===== src/rtl/exec_pkg.sv =====
// Shared types for the lane-serialised execute stage: FSM states, ALU opcodes
// and the control bundle that travels alongside the result.
package exec_pkg;

    typedef enum logic [1:0] {
        IDLE = 2'd0,
        RUN  = 2'd1,
        DONE = 2'd2
    } ex_state_t;

    localparam logic [3:0] ALU_PASS = 4'b0000;
    localparam logic [3:0] ALU_ADD  = 4'b0001;
    localparam logic [3:0] ALU_SUB  = 4'b0010;
    localparam logic [3:0] ALU_AND  = 4'b0011;
    localparam logic [3:0] ALU_OR   = 4'b0100;
    localparam logic [3:0] ALU_XOR  = 4'b0101;
    localparam logic [3:0] ALU_SHL  = 4'b0110;
    localparam logic [3:0] ALU_SHR  = 4'b0111;
    localparam logic [3:0] ALU_MUL  = 4'b1000;

    typedef struct packed {
        logic [3:0] rc;
        logic       reg_write;
        logic       mem_to_reg;
        logic       mem_write;
        logic       branch_flag;
        logic [1:0] op_type;
        logic [3:0] op_code;
        logic       mode_sel;
    } ex_ctrl_t;

endpackage


===== src/rtl/vec_lane_alu.sv =====
// Single-lane combinational ALU, N-bit wraparound arithmetic; unknown opcodes give zero.
module vec_lane_alu
    import exec_pkg::*;
#(
    parameter int N = 24
) (
    input  logic [3:0]   op,
    input  logic [N-1:0] a,
    input  logic [N-1:0] b,
    output logic [N-1:0] y
);

    always_comb begin
        // NOTE: y gets a value before the case so every path drives it and no latch is inferred.
        y = '0;
        case (op)
            ALU_PASS: y = a;
            ALU_ADD:  y = a + b;
            ALU_SUB:  y = a - b;
            ALU_AND:  y = a & b;
            ALU_OR:   y = a | b;
            ALU_XOR:  y = a ^ b;
            ALU_SHL:  y = a << b[4:0];
            ALU_SHR:  y = a >> b[4:0];
            ALU_MUL:  y = a * b;
            default:  y = '0;
        endcase
    end

endmodule


===== src/rtl/exec_vec_seq.sv =====
// Execute stage: scalar ops finish in one cycle, vector ops run P lanes per beat over M/P beats,
// with valid/ready on both sides and a synchronous flush.
module exec_vec_seq
    import exec_pkg::*;
#(
    parameter int N = 24,
    parameter int M = 6,
    parameter int P = 2
) (
    input  logic           clk,
    input  logic           rst,
    input  logic           flush,
    input  logic           in_valid,
    output logic           in_ready,
    input  logic           modeSel,
    input  logic [3:0]     aluControl,
    input  logic           immSrc,
    input  logic           Fa,
    input  logic           Fb,
    input  logic           Fc,
    input  logic [N-1:0]   rd1,
    input  logic [N-1:0]   rd2,
    input  logic [N-1:0]   rd3,
    input  logic [N-1:0]   imm,
    input  logic [M*N-1:0] rdv1,
    input  logic [M*N-1:0] rdv2,
    input  logic [M*N-1:0] rdv3,
    input  logic [M*N-1:0] Forward1,
    input  logic [M*N-1:0] Forward2,
    input  logic [M*N-1:0] Forward3,
    input  logic [3:0]     Rc,
    input  logic           regWrite,
    input  logic           memToReg,
    input  logic           memWrite,
    input  logic           branchFlag,
    input  logic [1:0]     opType,
    input  logic [3:0]     opCode,
    output logic           out_valid,
    input  logic           out_ready,
    output logic [M*N-1:0] result,
    output logic [M*N-1:0] storeData,
    output logic           zeroFlag,
    output logic           negFlag,
    output logic [3:0]     o_Rc,
    output logic           o_regWrite,
    output logic           o_memToReg,
    output logic           o_memWrite,
    output logic           o_branchFlag,
    output logic [1:0]     o_opType,
    output logic [3:0]     o_opCode,
    output logic           o_modeSel
);

    localparam int W      = M * N;
    localparam int BEATS  = M / P;
    localparam int BEAT_W = $clog2(BEATS) + 1;
    localparam logic [BEAT_W-1:0] LAST_BEAT = BEAT_W'(BEATS - 1);

    if (M % P != 0) begin : g_bad_p
        $error("exec_vec_seq: P must divide M");
    end

    ex_state_t         state_q, state_d;
    logic [BEAT_W-1:0] beat_q, beat_d;
    logic [W-1:0]      a_q, a_d, b_q, b_d;
    logic [W-1:0]      result_q, result_d, store_q, store_d;
    logic [3:0]        alu_op_q, alu_op_d;
    ex_ctrl_t          ctrl_q, ctrl_d;
    logic              zero_q, zero_d, neg_q, neg_d;

    logic [N-1:0]      scal_a, scal_b;
    logic [W-1:0]      vec_a, vec_b, store_sel;
    ex_ctrl_t          ctrl_in;
    logic              accept, running;
    logic [3:0]        lane_op;
    logic [P*N-1:0]    lane_a, lane_b, lane_y;

    assign in_ready  = (state_q == IDLE) | ((state_q == DONE) & out_ready);
    assign accept    = in_valid & in_ready & ~flush;
    assign out_valid = (state_q == DONE);
    assign running   = (state_q == RUN);

    assign ctrl_in = '{rc: Rc, reg_write: regWrite, mem_to_reg: memToReg, mem_write: memWrite,
                       branch_flag: branchFlag, op_type: opType, op_code: opCode,
                       mode_sel: modeSel};

    // Operand selection; scalar forwarding uses only the low element of the forward buses.
    always_comb begin
        scal_a    = Fa ? Forward1[N-1:0] : rd1;
        scal_b    = Fb ? Forward2[N-1:0] : (immSrc ? imm : rd2);
        vec_a     = Fa ? Forward1 : rdv1;
        vec_b     = Fb ? Forward2 : rdv2;
        store_sel = '0;
        if (modeSel) store_sel = Fc ? Forward3 : rdv3;
        else         store_sel[N-1:0] = Fc ? Forward3[N-1:0] : rd3;
    end

    // In RUN the lanes see the latched operand slice for this beat; otherwise lane 0
    // computes a scalar op straight from the live operands.
    always_comb begin
        lane_op = running ? alu_op_q : aluControl;
        lane_a  = '0;
        lane_b  = '0;
        for (int i = 0; i < P; i++) begin
            if (running) begin
                lane_a[i*N +: N] = a_q[(int'(beat_q) * P + i) * N +: N];
                lane_b[i*N +: N] = b_q[(int'(beat_q) * P + i) * N +: N];
            end else if (i == 0) begin
                lane_a[N-1:0] = scal_a;
                lane_b[N-1:0] = scal_b;
            end
        end
    end

    for (genvar g = 0; g < P; g++) begin : g_lane
        vec_lane_alu #(.N(N)) u_alu (
            .op (lane_op),
            .a  (lane_a[g*N +: N]),
            .b  (lane_b[g*N +: N]),
            .y  (lane_y[g*N +: N])
        );
    end

    always_comb begin
        state_d  = state_q;
        beat_d   = beat_q;
        a_d      = a_q;
        b_d      = b_q;
        result_d = result_q;
        store_d  = store_q;
        alu_op_d = alu_op_q;
        ctrl_d   = ctrl_q;
        zero_d   = zero_q;
        neg_d    = neg_q;

        case (state_q)
            IDLE, DONE: begin
                if (state_q == DONE && out_ready) state_d = IDLE;
                if (accept) begin
                    ctrl_d   = ctrl_in;
                    alu_op_d = aluControl;
                    store_d  = store_sel;
                    result_d = '0;
                    if (modeSel) begin
                        a_d     = vec_a;
                        b_d     = vec_b;
                        beat_d  = '0;
                        state_d = RUN;
                    end else begin
                        result_d[N-1:0] = lane_y[N-1:0];
                        zero_d          = (lane_y[N-1:0] == '0);
                        neg_d           = lane_y[N-1];
                        state_d         = DONE;
                    end
                end
            end
            RUN: begin
                for (int i = 0; i < P; i++)
                    result_d[(int'(beat_q) * P + i) * N +: N] = lane_y[i*N +: N];
                beat_d = beat_q + BEAT_W'(1);
                if (beat_q == LAST_BEAT) begin
                    zero_d  = (result_d == '0);
                    neg_d   = result_d[N-1];
                    state_d = DONE;
                end
            end
            default: state_d = IDLE;
        endcase

        // Flush wins over both accept and completion, and drops the whole bundle.
        if (flush) begin
            state_d  = IDLE;
            beat_d   = '0;
            result_d = '0;
            store_d  = '0;
            alu_op_d = '0;
            ctrl_d   = '0;
            zero_d   = 1'b0;
            neg_d    = 1'b0;
        end
    end

    always_ff @(posedge clk or negedge rst) begin
        if (!rst) begin
            state_q  <= IDLE;
            beat_q   <= '0;
            a_q      <= '0;
            b_q      <= '0;
            result_q <= '0;
            store_q  <= '0;
            alu_op_q <= '0;
            ctrl_q   <= '0;
            zero_q   <= 1'b0;
            neg_q    <= 1'b0;
        end else begin
            // NOTE: non-blocking so every register updates together from its _d value.
            state_q  <= state_d;
            beat_q   <= beat_d;
            a_q      <= a_d;
            b_q      <= b_d;
            result_q <= result_d;
            store_q  <= store_d;
            alu_op_q <= alu_op_d;
            ctrl_q   <= ctrl_d;
            zero_q   <= zero_d;
            neg_q    <= neg_d;
        end
    end

    assign result       = result_q;
    assign storeData    = store_q;
    assign zeroFlag     = zero_q;
    assign negFlag      = neg_q;
    assign o_Rc         = ctrl_q.rc;
    assign o_regWrite   = ctrl_q.reg_write;
    assign o_memToReg   = ctrl_q.mem_to_reg;
    assign o_memWrite   = ctrl_q.mem_write;
    assign o_branchFlag = ctrl_q.branch_flag;
    assign o_opType     = ctrl_q.op_type;
    assign o_opCode     = ctrl_q.op_code;
    assign o_modeSel    = ctrl_q.mode_sel;

endmodule


===== config.mk =====
export PLATFORM = sky130hd
export DESIGN_NAME = exec_vec_seq
export DESIGN_NICKNAME = d
export VERILOG_FILES = /design/src/rtl/exec_pkg.sv /design/src/rtl/vec_lane_alu.sv /design/src/rtl/exec_vec_seq.sv
export SDC_FILE = /design/constraint.sdc
export NUM_CORES = 2
export LEC_CHECK = 0
export ABC_AREA = 0
export CORE_AREA = 2 2 509 511
export DETAILED_ROUTE_END_ITERATION = 8
export DIE_AREA = 0 0 511 513
export GPL_ROUTABILITY_DRIVEN = 0
export PLACE_DENSITY = 0.51
export SYNTH_ARGS = -nofsm -noshare
export SYNTH_HDL_FRONTEND = slang
export SYNTH_HIERARCHICAL = 1
export SYNTH_SLANG_ARGS = --single-unit
export TNS_END_PERCENT = 100

===== constraint.sdc =====
create_clock -name clk -period 18.2 [get_ports clk]
set_input_delay 5.46 -clock clk [delete_from_list [all_inputs] [get_ports clk]]
set_output_delay 5.46 -clock clk [all_outputs]
set_load 0.01 [all_outputs]

==> metrics <==
status=finished with violations; failing checks=design-rule violations; Synth Instances=7532; startpoint types=primary input; total power=0.0115 W; CP peak stage delay=0.64 ns; Total Wirelength=385000 um; post-synthesis sequential area ratio=24.1%; Setup Crit Path Kind=primary input to flop; FILL cells=26.8k; Worst EP required=between 15 and 20 ns; largest net degree at the start of global routing=254; Syn. warnings=6; CP Capture Type=flop; core box area=256000 um2; period utilization=85.1%; crit path time final=between 15 and 20 ns; post-CTS resize count=0; CP Max Fanout=18; max-cap violation count=0; gr ovfl total=0; Area Overhead vs Synth=32.4%; postcts setup bufs=0; per-cell routed wire length=31.7 um; share of post-route cells with drive strength above 1=5.93%; drt initial violations=7861; I/O pins=1295; Pwr per Cell Area=139 nW/um2; Num CTS Buffers=83; number of global-route vias before repair=63.9k; Slew @ Worst Pin=about 1.3 ns; final max-slew violation count=0; CTS Buffer Depth=3; Remaining DRCs=33; Post-synth EDFFs=0; die width=511 um; Root Buffer=clkbuf_16; Mapped Nets=9271; asr flop ratio synth=100%; die height=513 um; Final setup viols=0; Crit path buffers/inverters=8; DP Wirelength=~310000 um; Starting Density=24.4%; Register Area=15100 um2; first drt pass iteration count=9; Hold Path Class=flop to flop; die footprint=262000 um2; Peak VDD IR=slightly below 400 uV; Most used DFF post-synth=dfrtp_1; Clock Latency Late Sink=0.77 ns; Critical Path AT=roughly 16 ns; synthesis-stage register bit count=approximately 600; via density per instance=5.34; Cell Rows=186; slowest cell on the critical path=clkdlybuf4s50_1; total number of vias=between 60k and 70k; global-route wire length before repair=526000 um; crit-path most repeated cell=fa_1; WHS=0.476 ns; Crit path max-delay family=adder cells; Max Fclk=about 0.065 GHz; Unique masters post-synth=102; GRT Total Usage=about 28%; Leak Pwr=36.0 nW; CTS tree=done; Hold Fails Final Rpt=0; final setup TNS=0 ns; CTS H-tree depth=3; average cell area after synthesis=8.31 um2; clk_skew=roughly 0.053 ns; synthesized area=62600 um2; Slew headroom=a little under an eighth; initial antenna violation count=128; clock slew seen by the registers of the worst setup and hold paths=~0.06 ns; PortBufs=1294; RSZ-0062 raised after global routing=no; # hold bufs at CTS=0; # nets final=10.3k; clock sink count=602; antenna-violating nets left=0; area of the multi-input gates=43200 um2
## metal layers
metal | wire length, um | track usage [%]
met4 | 26400 | 16.7
met2 | 172000 | 44.6
met5 | 338 | 0
met1 | 149000 | 34.8
met3 | 36900 | 7.85
## layout make-up
| class | count | area share, % |
|---|---|---|
| Multi-Input combinational cell | 5696 | 52.1 |
| Clock inverter | 34 | 0.568 |
| Timing Repair Buffer | 1500 | 17.6 |
| Inverter | 711 | 3.22 |
| Tap cell | 3384 | 5.11 |
| Clock buffer | 118 | 2.93 |
| Antenna cell | 99 | 0.299 |
| Sequential cell | 602 | 18.2 |
## metrics by stage
stage / util [%] / cell area, um2 / std cells / setup slack, ns
2_1_floorplan: - / 62600 / 7532 / 3.04
3_3_place_gp: 31.1 / 79700 / 11900 / 2.27
3_5_place_dp: 31.1 / 79700 / 11900 / 2.14
4_1_cts: 32.2 / 82600 / 12000 / 2.95
5_1_grt: 32.3 / 82800 / 12100 / 2.33
6_report: 32.3 / 82900 / 12100 / 2.72
## cell usage after synthesis, types with 16 or more instances
cell / count / area [um2]
nand2_1: 1074 / 4030
nor2_1: 732 / 2750
mux2i_1: 721 / 7220
o21ai_0: 691 / 3460
inv_1: 683 / 2560
dfrtp_1: 602 / 15100
fa_1: 430 / 8610
clkbuf_1: 411 / 1540
a21oi_1: 338 / 1690
ha_1: 321 / 4020
xnor2_1: 159 / 1390
o22ai_1: 107 / 669
a22o_1: 81 / 709
buf_1: 70 / 263
nand3_1: 64 / 320
a221oi_1: 59 / 517
nand2b_1: 52 / 325
o211ai_1: 48 / 360
xor2_1: 48 / 420
a22oi_1: 45 / 338
a31oi_1: 42 / 263
a21o_1: 40 / 300
a211oi_1: 39 / 293
nor3_1: 38 / 190
buf_2: 36 / 180
nor4_1: 34 / 213
nand4_1: 32 / 200
o21ai_1: 31 / 155
and2_1: 26 / 163
nor2b_1: 26 / 163
a221o_1: 25 / 250
a222oi_1: 25 / 250
mux2_2: 24 / 270
o221ai_1: 23 / 201
a211o_1: 22 / 193
mux4_2: 22 / 495
clkinv_1: 20 / 75.1
or3_1: 19 / 119
o31ai_1: 17 / 128
or4_1: 17 / 128
and3_1: 16 / 100
o21a_1: 16 / 120
## logic make-up (layout without fill, tap and decap cells)
family,Yosys count,count (layout),synth area share [%]
muxes,769,769,12.8
AOI/OAI and AO/OA,1782,1782,17.7
other,0,99,0
and+or+nand+nor,2184,2184,14.7
buffers and inverters,1234,2363,7.54
xor gates and xnor gates,210,210,2.99
DFF,602,602,24.1
adders and majority gates,751,751,20.2
## sequential cells by signal, indices dropped and copies added (netlist names)
name and count:
a_q 144, b_q 144, result 144, storeData 144, alu_op_q 4, o_Rc 4
o_opCode 4, beat_q 3, o_opType 2, state_q 2, negFlag 1, o_branchFlag 1
o_memToReg 1, o_memWrite 1, o_modeSel 1, o_regWrite 1, zeroFlag 1
## worst reg2reg max path: cells and delay by family, from the launching register on
family,cells,cell delay [ns]
buffers and inverters,8,2.48
adders and majority gates,8,3.23
AOI/OAI and AO/OA,13,3.87
muxes,1,0.44
xor gates and xnor gates,1,0.18
DFF,1,0.40
and+or+nand+nor,7,2.58
## path summary, 6_finish.rpt
check	from	endpoint	slack, ns	cells past startpoint
hold / removal	b_q[55]	b_q[55]	0.48	2
min in group asynchronous	rst	b_q[75]	4.73	1
setup reg to reg	beat_q[0]	zeroFlag	4.97	38
max in group asynchronous	rst	storeData[38]	10.35	4
setup / recovery	rd2[6]	zeroFlag	2.72	38
hold reg to reg	b_q[55]	b_q[55]	0.48	2
## placed cells by master (no fill, tap or decap), drive strengths merged, types with 119 or more instances in the layout
cell / n
buf: 212
mux2i: 722
a21oi: 342
nand2: 1075
nor2: 733
ha: 321
dfrtp: 602
xnor2: 160
clkbuf: 119
fa: 430
inv: 698
o21ai: 722
clkdlybuf4s50: 1287
## power by group
group	total, W	switching, W	internal (W)	leakage [nW]
combinational	0.00806	0.00501	0.00305	26.7
sequential	0.00166	0.000137	0.00152	7.91
clock	0.00177	0.000760	0.00101	1.40
total	0.0115	0.00590	0.00559	36.0
Power figures use the tool's default switching activity.
